<file path="config.mk">
export PLATFORM = sky130hd
export DESIGN_NAME = trace_capture_flat
export DESIGN_NICKNAME = d
export VERILOG_FILES = /design/src/rtl/trace_pkg.sv /design/src/rtl/trace_capture_if.sv /design/src/rtl/trace_buffer_ram.sv /design/src/rtl/trace_capture.sv /design/src/flat_wrapper.sv
export SDC_FILE = /design/constraint.sdc
export NUM_CORES = 2
export LEC_CHECK = 0
export ABC_AREA = 1
export CORE_ASPECT_RATIO = 1.1
export CORE_MARGIN = 2
export CORE_UTILIZATION = 61
export CTS_CLUSTER_DIAMETER = 120
export CTS_CLUSTER_SIZE = 20
export DETAILED_ROUTE_END_ITERATION = 8
export PLACE_DENSITY_LB_ADDON = 0.08
export RECOVER_POWER = 50
export SLEW_MARGIN = 20
export SYNTH_ARGS = -nofsm -noshare
export SYNTH_HDL_FRONTEND = slang
export SYNTH_SLANG_ARGS = --single-unit
</file>
<file path="constraint.sdc">
create_clock -name clock -period 11.7 [get_ports clock]
set_clock_uncertainty 0.2 [all_clocks]
set_input_delay 3.51 -clock clock [delete_from_list [all_inputs] [get_ports clock]]
set_output_delay 3.51 -clock clock [all_outputs]
set_load 0.05 [all_outputs]
</file>
<file path="src/rtl/trace_pkg.sv">
// -----------------------------------------------------------------------------
// trace_pkg
// Shared definitions for the trace capture unit: FSM state encodings, the
// width of the cycle stamp, and a saturating stamp increment helper.
// -----------------------------------------------------------------------------
package trace_pkg;

   localparam int STAMP_W = 16;

   typedef enum logic [1:0] {
      ST_IDLE    = 2'd0,
      ST_ARMED   = 2'd1,
      ST_CAPTURE = 2'd2,
      ST_DUMP    = 2'd3
   } trace_state_e;

   // Stamps stop at all-ones rather than wrapping, so a long capture never
   // reports a small (misleading) spacing.
   function automatic logic [STAMP_W-1:0] stamp_inc(input logic [STAMP_W-1:0] s);
      return (s == '1) ? s : s + STAMP_W'(1);
   endfunction

endpackage

</file>
<file path="src/rtl/trace_capture_if.sv">
// -----------------------------------------------------------------------------
// trace_capture_if
// Read-out port of the trace capture unit.
//   rd_valid  : entry presented (producer -> consumer)
//   rd_ready  : consumer accepts entry (consumer -> producer)
//   rd_pc     : entry PC
//   rd_data   : entry channel values, channel k at [k*DATA_W +: DATA_W]
//   rd_stamp  : clocks since the trigger sample
// Handshake: an entry transfers on every rising clock edge where
// rd_valid && rd_ready. While rd_valid is high and rd_ready is low the producer
// holds rd_pc/rd_data/rd_stamp stable; rd_valid never depends on rd_ready.
// Modports: master = producer (trace_capture), slave = consumer.
// -----------------------------------------------------------------------------
interface trace_capture_if #(
   parameter int ADDR_W = 32,
   parameter int DATA_W = 32,
   parameter int NUM_CH = 4
) ();
   import trace_pkg::*;

   logic                     rd_valid;
   logic                     rd_ready;
   logic [ADDR_W-1:0]        rd_pc;
   logic [NUM_CH*DATA_W-1:0] rd_data;
   logic [STAMP_W-1:0]       rd_stamp;

   modport master (
      output rd_valid, rd_pc, rd_data, rd_stamp,
      input  rd_ready
   );

   modport slave (
      input  rd_valid, rd_pc, rd_data, rd_stamp,
      output rd_ready
   );

endinterface

</file>
<file path="src/rtl/trace_buffer_ram.sv">
// -----------------------------------------------------------------------------
// trace_buffer_ram
// DEPTH x WIDTH register array holding captured trace entries.
// One synchronous write port, one asynchronous read port, no reset (contents
// are only meaningful after a capture has written them).
//   clock : rising-edge clock
//   we    : write enable
//   waddr : write address
//   wdata : write data
//   raddr : read address
//   rdata : read data (combinational from raddr)
// -----------------------------------------------------------------------------
module trace_buffer_ram #(
   parameter int DEPTH = 16,
   parameter int WIDTH = 32,
   parameter int PTR_W = 4
) (
   input  logic             clock,
   input  logic             we,
   input  logic [PTR_W-1:0] waddr,
   input  logic [WIDTH-1:0] wdata,
   input  logic [PTR_W-1:0] raddr,
   output logic [WIDTH-1:0] rdata
);

   logic [WIDTH-1:0] mem_q [DEPTH];

   always_ff @(posedge clock) begin
      if (we) begin
         mem_q[waddr] <= wdata;
      end
   end

   assign rdata = mem_q[raddr];

endmodule

</file>
<file path="src/rtl/trace_capture.sv">
// -----------------------------------------------------------------------------
// trace_capture
// On-chip trace unit for the pipelined core. When armed it waits for a PC
// trigger, records DEPTH samples of PC plus NUM_CH watched registers with a
// cycle stamp, then streams them out oldest first.
//   clock      : rising-edge clock
//   reset_n    : asynchronous active-low reset
//   arm        : start request, honoured only in IDLE
//   abort      : return to IDLE from any state (highest priority)
//   trig_pc    : trigger address, compared while ARMED
//   sample_en  : pipeline advanced this cycle
//   pc         : current PC
//   ch_data    : watched registers, channel k at [k*DATA_W +: DATA_W]
//   rd         : read-out port (trace_capture_if.master)
//   state      : FSM state, IDLE=0 ARMED=1 CAPTURE=2 DUMP=3
// Build option: TRACE_CHANGE_ONLY_EN -- when defined, CAPTURE records a sample
// only if (pc, ch_data) differs from the last recorded entry.
// -----------------------------------------------------------------------------
module trace_capture
   import trace_pkg::*;
#(
   parameter int ADDR_W = 32,
   parameter int DATA_W = 32,
   parameter int NUM_CH = 4,
   parameter int DEPTH  = 16
) (
   input  logic                     clock,
   input  logic                     reset_n,
   input  logic                     arm,
   input  logic                     abort,
   input  logic [ADDR_W-1:0]        trig_pc,
   input  logic                     sample_en,
   input  logic [ADDR_W-1:0]        pc,
   input  logic [NUM_CH*DATA_W-1:0] ch_data,
   trace_capture_if.master          rd,
   output logic [1:0]               state
);

   localparam int PTR_W   = (DEPTH > 1) ? $clog2(DEPTH) : 1;
   localparam int CH_W    = NUM_CH * DATA_W;
   localparam int ENTRY_W = ADDR_W + CH_W + STAMP_W;
   localparam logic [PTR_W-1:0] LAST_PTR = PTR_W'(DEPTH - 1);

   trace_state_e       state_q, state_d;
   logic [PTR_W-1:0]   wr_ptr_q, wr_ptr_d;
   logic [PTR_W-1:0]   rd_ptr_q, rd_ptr_d;
   logic [STAMP_W-1:0] stamp_q, stamp_d;

   logic               trig_hit;
   logic               sample_new;
   logic               wr_en;
   logic [STAMP_W-1:0] wr_stamp;
   logic               dump_valid;
   logic               rd_fire;
   logic               last_wr;
   logic               last_rd;
   logic               arm_enter;
   logic [ENTRY_W-1:0] wr_entry;
   logic [ENTRY_W-1:0] rd_entry;

   assign trig_hit  = (state_q == ST_ARMED) && sample_en && (pc == trig_pc);
   assign last_wr   = wr_en && (wr_ptr_q == LAST_PTR);
   assign rd_fire   = dump_valid && rd.rd_ready;
   assign last_rd   = rd_fire && (rd_ptr_q == LAST_PTR);
   assign arm_enter = (state_q == ST_IDLE) && arm && !abort;

`ifdef TRACE_CHANGE_ONLY_EN
   // Last recorded sample; the trigger write seeds it.
   logic [ADDR_W-1:0] shadow_pc_q;
   logic [CH_W-1:0]   shadow_data_q;

   always_ff @(posedge clock or negedge reset_n) begin
      if (!reset_n) begin
         shadow_pc_q   <= '0;
         shadow_data_q <= '0;
      end else if (wr_en) begin
         shadow_pc_q   <= pc;
         shadow_data_q <= ch_data;
      end
   end

   assign sample_new = (pc != shadow_pc_q) || (ch_data != shadow_data_q);
`else
   assign sample_new = 1'b1;
`endif

   // ---------------- FSM: state register ----------------
   always_ff @(posedge clock or negedge reset_n) begin
      if (!reset_n) begin
         state_q <= ST_IDLE;
      end else begin
         state_q <= state_d;
      end
   end

   // ---------------- FSM: next state ----------------
   always_comb begin
      state_d = state_q;
      if (abort) begin
         state_d = ST_IDLE;
      end else begin
         unique case (state_q)
            ST_IDLE:    if (arm)      state_d = ST_ARMED;
            // With DEPTH=1 the trigger write is also the last write.
            ST_ARMED:   if (trig_hit) state_d = last_wr ? ST_DUMP : ST_CAPTURE;
            ST_CAPTURE: if (last_wr)  state_d = ST_DUMP;
            ST_DUMP:    if (last_rd)  state_d = ST_IDLE;
            default:                  state_d = ST_IDLE;
         endcase
      end
   end

   // ---------------- FSM: outputs ----------------
   always_comb begin
      wr_en      = 1'b0;
      wr_stamp   = '0;
      dump_valid = 1'b0;
      unique case (state_q)
         ST_ARMED: begin
            wr_en    = trig_hit;
            wr_stamp = '0;
         end
         ST_CAPTURE: begin
            wr_en    = sample_en && sample_new;
            // stamp_q holds the stamp of the previous clock; this clock is one later.
            wr_stamp = stamp_inc(stamp_q);
         end
         ST_DUMP: begin
            dump_valid = 1'b1;
         end
         default: begin
         end
      endcase
   end

   // ---------------- pointers and stamp ----------------
   always_comb begin
      wr_ptr_d = wr_ptr_q;
      rd_ptr_d = rd_ptr_q;
      stamp_d  = stamp_q;
      if (arm_enter) begin
         wr_ptr_d = '0;
         rd_ptr_d = '0;
      end
      if (wr_en) begin
         wr_ptr_d = wr_ptr_q + PTR_W'(1);
      end
      if (rd_fire) begin
         rd_ptr_d = rd_ptr_q + PTR_W'(1);
      end
      // Stamp advances on every CAPTURE clock, stalled or not.
      if (trig_hit) begin
         stamp_d = '0;
      end else if (state_q == ST_CAPTURE) begin
         stamp_d = stamp_inc(stamp_q);
      end
   end

   always_ff @(posedge clock or negedge reset_n) begin
      if (!reset_n) begin
         wr_ptr_q <= '0;
         rd_ptr_q <= '0;
         stamp_q  <= '0;
      end else begin
         wr_ptr_q <= wr_ptr_d;
         rd_ptr_q <= rd_ptr_d;
         stamp_q  <= stamp_d;
      end
   end

   // ---------------- buffer ----------------
   assign wr_entry = {pc, ch_data, wr_stamp};

   trace_buffer_ram #(
      .DEPTH (DEPTH),
      .WIDTH (ENTRY_W),
      .PTR_W (PTR_W)
   ) u_ram (
      .clock (clock),
      .we    (wr_en),
      .waddr (wr_ptr_q),
      .wdata (wr_entry),
      .raddr (rd_ptr_q),
      .rdata (rd_entry)
   );

   // Fields are forced to zero outside DUMP so reset and idle show clean zeros
   // regardless of the unreset buffer contents.
   assign rd.rd_valid = dump_valid;
   assign rd.rd_pc    = dump_valid ? rd_entry[ENTRY_W-1 -: ADDR_W]  : '0;
   assign rd.rd_data  = dump_valid ? rd_entry[STAMP_W +: CH_W]      : '0;
   assign rd.rd_stamp = dump_valid ? rd_entry[STAMP_W-1:0]          : '0;
   assign state       = state_q;

endmodule

</file>
<file path="src/flat_wrapper.sv">
// flat-port wrapper written by rule: the top's interface ports become plain ports
module trace_capture_flat import trace_pkg::*;
#(
   parameter int ADDR_W = 32,
   parameter int DATA_W = 32,
   parameter int NUM_CH = 4,
   parameter int DEPTH  = 16
)
  (clock, reset_n, arm, abort, trig_pc, sample_en, pc, ch_data, state, rd_rd_valid, rd_rd_pc, rd_rd_data, rd_rd_stamp, rd_rd_ready);
  trace_capture_if #(.ADDR_W(ADDR_W), .DATA_W(DATA_W), .NUM_CH(NUM_CH)) rd_i ();
  input  logic clock;
  input  logic reset_n;
  input  logic arm;
  input  logic abort;
  input  logic [ADDR_W-1:0] trig_pc;
  input  logic sample_en;
  input  logic [ADDR_W-1:0] pc;
  input  logic [NUM_CH*DATA_W-1:0] ch_data;
  output logic [1:0] state;
  output wire logic [$bits(rd_i.rd_valid)-1:0] rd_rd_valid;
  output wire logic [$bits(rd_i.rd_pc)-1:0] rd_rd_pc;
  output wire logic [$bits(rd_i.rd_data)-1:0] rd_rd_data;
  output wire logic [$bits(rd_i.rd_stamp)-1:0] rd_rd_stamp;
  input wire logic [$bits(rd_i.rd_ready)-1:0] rd_rd_ready;
  assign rd_rd_valid = rd_i.rd_valid;
  assign rd_rd_pc = rd_i.rd_pc;
  assign rd_rd_data = rd_i.rd_data;
  assign rd_rd_stamp = rd_i.rd_stamp;
  assign rd_i.rd_ready = rd_rd_ready;
  trace_capture #(.ADDR_W(ADDR_W), .DATA_W(DATA_W), .NUM_CH(NUM_CH), .DEPTH(DEPTH)) u_core (.clock(clock), .reset_n(reset_n), .arm(arm), .abort(abort), .trig_pc(trig_pc), .sample_en(sample_en), .pc(pc), .ch_data(ch_data), .rd(rd_i), .state(state));
endmodule
</file>
After elaboration in Yosys (flattened, before gate mapping) --
Memory sizes are Yosys's and may differ from the RTL's. Cells that the tools add are included.
Operators by class: add/sub/neg operators 3, eq/ne operators 11, muxes and demuxes 21, reductions and logical operators 13
Operators by type and width (number):
- two-way mux 128 bit | 1
- two-way mux 16 bit | 5
- == test 32 bit | 1
- two-way mux 32 bit | 1
- adder 16 x 1 -> 16 bit (second input constant) | 1
- == test 16 bit (second input constant) | 1
- two-way mux 4 bit | 3
- two-way mux 2 bit | 5
- inequality test 3 x 2 -> 1 bit (second input constant) | 3
- adder 4 x 1 -> 4 bit (second input constant) | 2
- == test 4 bit (second input constant) | 2
- case mux 2 bit (4 select lines) | 1
- logical AND 1 bit | 7
- nonzero test 2 bit | 3
- == test 2 bit (second input constant) | 2
- two-way mux 1 bit | 4
- AND reduction 4 bit | 1
- inequality test 3 bit (second input constant) | 1
- == test 2 x 1 -> 1 bit (second input constant) | 1
- logical NOT 2 bit | 1
- case mux 1 bit (2 select lines) | 1
- logical NOT 1 bit | 1
Storage, ports and cells: flip-flop bits (word level) 26, memory bits (writable) 2816, input bits 198, output and inout port bits 179, word-level logic and storage cells 53, memories 1
Memory list:
- u_core.u_ram.mem_q | depth 16, width 176, read ports 1, clocked after memory_dff 0, write ports 1, line trace_buffer_ram.sv:26 | logic [WIDTH-1:0] mem_q [DEPTH];

Longest topological paths before layout --
depth after elaboration 9, mapped depth 15, gate-level depth less buffers 15

Modules after synthesis --
A second synthesis with hierarchy kept.
Unflattened totals: cell total of the unflattened synthesis 11319, area, all modules 120584.4 µm²
Modules (own cells, without submodules):
- trace_buffer_ram | times used 1, cells each 10526, area an instance 116685.7 µm², seq. area each 84561.1 µm²
- trace_capture | times used 1, cells each 793, area an instance 3898.7 µm², seq. area each 650.6 µm²

Worst setup path after synthesis --
No wires, ideal clock.
path type in2reg, from in trig_pc[18], to mem u_core.u_ram.mem_q[0][0] (netlist bit), enable pin, arrival 11.889 ns, required time 10.786 ns, slack -1.103 ns, cell stages on the path 11, buffers on the path 0, cell sequence xnor2_1 nand2_1 nor2_1 nand2_1 nor2_1 nand3_1 nand2_1 nand2_1 inv_1 nand2_1 nor2_1
Between the ends: word-level cells in the longest chain between the ends 5
RTL lines:
- from (decl) | line flat_wrapper.sv:15 | input logic [ADDR_W-1:0] trig_pc;
- == test 32 bit | line trace_capture.sv:61 | assign trig_hit = (state_q == ST_ARMED) && sample_en && (pc == trig_pc);
- logical AND 1 bit | line trace_capture.sv:61
- case mux 1 bit (2 select lines) | line trace_capture.sv:118 | unique case (state_q)
- two-way mux 1 bit | line trace_buffer_ram.sv:29 | if (we) begin
- two-way mux 1 bit (not written as such) | line trace_buffer_ram.sv:30 | mem_q[waddr] <= wdata;
- to (decl) | line trace_buffer_ram.sv:26
Every way passes these cells.

Final worst setup path --
from in pc[0], to mem u_core.u_ram.mem_q[15][71] (netlist bit), enable pin
Between the ends: word-level cells in the longest chain between the ends 5
RTL lines:
- from (decl) | line flat_wrapper.sv:17 | input logic [ADDR_W-1:0] pc;
- == test 32 bit | line trace_capture.sv:61
- logical AND 1 bit | line trace_capture.sv:61
- case mux 1 bit (2 select lines) | line trace_capture.sv:118
- two-way mux 1 bit | line trace_buffer_ram.sv:29
- two-way mux 1 bit (not written as such) | line trace_buffer_ram.sv:30
Every way passes these cells.

==> PnR_summary.wiki <==
{| class="wikitable"
! Metric !! Value
|-
| Number of input and output port buffers inserted || 376
|-
| Fraction of final layout cells with drive strength greater than 1 || 3.71%
|-
| Kind of cell with the highest combined delay on the critical path || buffers and inverters
|-
| Worst supply voltage drop on vdd || 0.233 mV
|-
| Element type at the critical path end || flip-flop
|-
| Post-Syn Nets || 8137
|-
| Number of buffers inserted during clock tree synthesis || 160
|-
| Routing usage on met3 || 4.50%
|-
| Relative slew slack || -214%
|-
| RSZ-0062 raised after global routing || no
|-
| Number of nets with antenna violations after detailed routing || 0
|-
| Ys flop type || edfxtp_1
|-
| Global route overflow || 0
|-
| P_leak || 37.2 nW
|-
| Clk pin slew, worst setup/hold paths || 0.09 ns
|-
| Crit path arrival time || 9.98 ns
|-
| Top-Level Pins || 377
|-
| Power per Cell Area || 178 nW/um^2
|-
| Clock tree from TritonCTS || built
|-
| Setup violators final || 0
|-
| Cell area reported after detailed placement || 116000 sq um
|-
| Share of synthesized area occupied by flip-flops and latches || 76.7%
|-
| Initial antenna violation count || 44
|-
| Post-route total power || 21.5 mW
|-
| Min Tclk post-route || 9.74 ns
|-
| Part of the power in the clock network || 26.0%
|-
| Post-route clock period utilization || 83.2%
|-
| H-tree depth reported by CTS || 4
|-
| Gp weighted congestion || 0.846
|-
| Core Region || 181000 sq um
|-
| Worst setup path class || input pin to flip-flop
|-
| Hold violation total from the final report || 0
|-
| Post-CTS setup-driven buffer insertion count || 0
|-
| DRT Pass-1 Iters || 5
|-
| Internal power || 15.0 mW
|-
| Fmax || 103 MHz
|-
| Share of the core filled with cells in the final layout || 66.6%
|-
| Part of the power in combinational logic || 21.0%
|-
| Synthesized instance count || 7928
|-
| CTS Sinks || 2842
|-
| Design area || 121000 sq um
|-
| Startpoint type of the worst setup path || input pin
|-
| Die span in x || 411 um
|-
| Number of cell rows || 164
|-
| Fin. max-slew vios || 117
|-
| Status || finished, violations left
|-
| Max_cap viols || 3
|-
| Delay of the slowest critical-path stage || 3.29 ns
|-
| Average footprint of a synthesized cell || 14.0 sq um
|-
| Synth Cell Area || 111000 sq um
|-
| Post-synth EDFFs || 2816
|-
| Violated checks || max-capacitance violations, max-slew violations
|-
| NetSw || 6.44 mW
|-
| Post-detailed-route via-to-cell ratio || 6.64
|-
| Largest net degree at the start of global routing || 264
|-
| Path category of the worst min-delay check || flip-flop to flip-flop
|-
| Crit path cell chain || dlygate4sd3_1, inv_1, nand2_1, nand2_1, nor2_1, nand3_1, nor2_1, nand3_1, nand2_1, nand3_1, inv_1, buf_12
|-
| Flop pwr share || 53.0%
|-
| Total routing resource utilization after global routing || 30.1%
|-
| Detailed Route WL || 283000 um
|-
| Overall via count from detail_route || 69112
|-
| Number of synthesized register bits || 2842
|-
| Routed length per instance || 27.2 um
|-
| Met1 track utilization from global routing || 42.2%
|-
| Required time of the critical path || 11.94 ns
|-
| DRC violation count after routing || 0
|-
| Area overhead of the layout relative to synthesis || 8.68%
|-
| Number of nets in the layout || 8168
|-
| Post-cts gate resize count || 0
|-
| Async S/R FF share, synth || 0.915%
|-
| Clock tree root driver cell || clkbuf_16
|-
| Initial Utilization || 61.3%
|-
| Detailed-placement wirelength estimate || 133000 um
|-
| Worst-path maximum fanout || 105
|-
| Clock Latency Late Sink || 0.83 ns
|-
| Wire length of the first global-routing pass || 420000 um
|-
| Busiest layer in global routing || met2
|-
| Yosys warning count || 0
|-
| Worst Setup Slack, final || 1.96 ns
|-
| Post-placement setup slack || 3.22 ns
|-
| Slew at the pin with the worst max-slew slack || 4.71 ns
|-
| Buffer levels on the longest clock path || 3
|-
| M2 GR Usage || 48.9%
|-
| Vertical die dimension || 452 um
|-
| Die area || 186000 sq um
|-
| Share of total power consumed by net switching || 30.0%
|-
| Post-CTS Hold Fix Bufs || 0
|-
| Vias in the first global route || 66977
|-
| Highest-delay cell along the critical path || inv_1
|-
| Yosys cell types || 37
|-
| Sum of buffers and inverters on the critical path || 4
|-
| Iter 0 DRT Violations || 8759
|}
==> stage by stage <==
stage,hold WS [ns],instances,setup TNS [ns]
after detailed placement,0.338,10201,0
after global placement,0.300,10201,0
after global routing,0.388,10406,0
after CTS,0.359,10390,0
after floorplan,0.283,7928,-2902.48
final,0.362,10413,0
==> power by group through the flow <==
stage                     Combinational (mW)  Clock (mW)  Sequential (mW)
after global routing                    4.94        6.00             11.4
after detailed placement                4.47           0             11.6
final                                   4.50        5.58             11.4
after global placement                  4.35           0             11.6
after floorplan                         3.27           0             11.6
after CTS                               4.48        5.66             11.4
==> metal layers <==
metal	part of all wire, %	vias to the layer above
met2	48	3231
met5	0.070	-
li1	-	30301
met3	8.2	455
met4	3.0	32
met1	40	35093
==> layout make-up <==
| class | instances | area (sq um) |
|---|---|---|
| diodes | 20 | 50.0 |
| clock buffers | 174 | 4100 |
| clock inverters | 15 | 164 |
| fillers | 12868 | 60600 |
| inverters | 105 | 440 |
| multi-input cells | 4372 | 22800 |
| flip-flops and latches | 2842 | 85200 |
| well taps | 2407 | 3010 |
| repair buffers | 478 | 4970 |
==> cell usage in the layout, fill, tap and decap left out, drive strengths merged, types with 2 or more instances in the layout <==
cell,synthesis,routed
nor4,2,2
xnor2,8,8
nand3b,2,2
o21a,2,2
a21oi,197,197
nand2,136,136
clkbuf,407,181
a211oi,2,2
nor2,1464,1464
dlygate4sd3,0,165
o21ai,1423,1423
edfxtp,2816,2816
buf,202,95
clkdlybuf4s50,0,211
nor3,13,13
a31oi,3,3
nand4,8,8
nand3,165,165
o211ai,214,214
inv,102,119
dfrtp,26,26
o2111ai,2,2
ha,11,11
o221ai,491,491
o22ai,217,217
diode,0,20
xor2,8,8
==> worst reg2reg max path, stage by stage (launching register included) <==
cell	delay [ns]
dfrtp_1	0.50
inv_1	0.16
ha_1	0.37
nand3_1	0.11
nand3b_1	0.17
nor2_1	0.13
nand3_1	0.36
nand2_1	0.23
nand3_1	0.11
inv_1	3.29
buf_12	0.66
==> registers in the layout, summed over array words and instances, names as in the netlist <==
name / count
u_core.state: 2
u_core.stamp_q: 16
u_core.rd_ptr_q: 4
u_core.u_ram.mem_q: 2816
u_core.wr_ptr_q: 4
==> Yosys cell counts, drive strengths merged (102+ instances only) <==
cell type | instances | area share (%)
o21ai | 1423 | 6.4
a21oi | 197 | 0.89
edfxtp | 2816 | 76
inv | 102 | 0.34
o211ai | 214 | 1.4
o22ai | 217 | 1.2
clkbuf | 407 | 1.4
nor2 | 1464 | 4.9
o221ai | 491 | 3.9
nand2 | 136 | 0.46
nand3 | 165 | 0.74
buf | 202 | 1.1
==> cell families after synthesis <==
group,Yosys count,synth area share [%]
flops,2842,76.7
xor+xnor,16,0.126
fa+ha+maj,11,0.124
simple gates,1793,6.31
buf+inv,714,2.87
compound gates,2552,13.9
==> path summary, 6_finish.rpt <==
kind	startpoint	endpoint	slack, ns	depth (start not counted)
max in group asynchronous	reset_n	u_core.rd_ptr_q[1]	6.70	2
min reg2reg	u_core.stamp_q[7]	u_core.stamp_q[7]	0.36	2
min	u_core.stamp_q[7]	u_core.stamp_q[7]	0.36	2
max reg2reg	u_core.state[1]	u_core.u_ram.mem_q[15][71]	4.85	10
max	pc[0]	u_core.u_ram.mem_q[15][71]	1.96	12
min in group asynchronous	reset_n	u_core.state[1]	3.44	2
No activity file was read; power rests on OpenSTA's default activity.
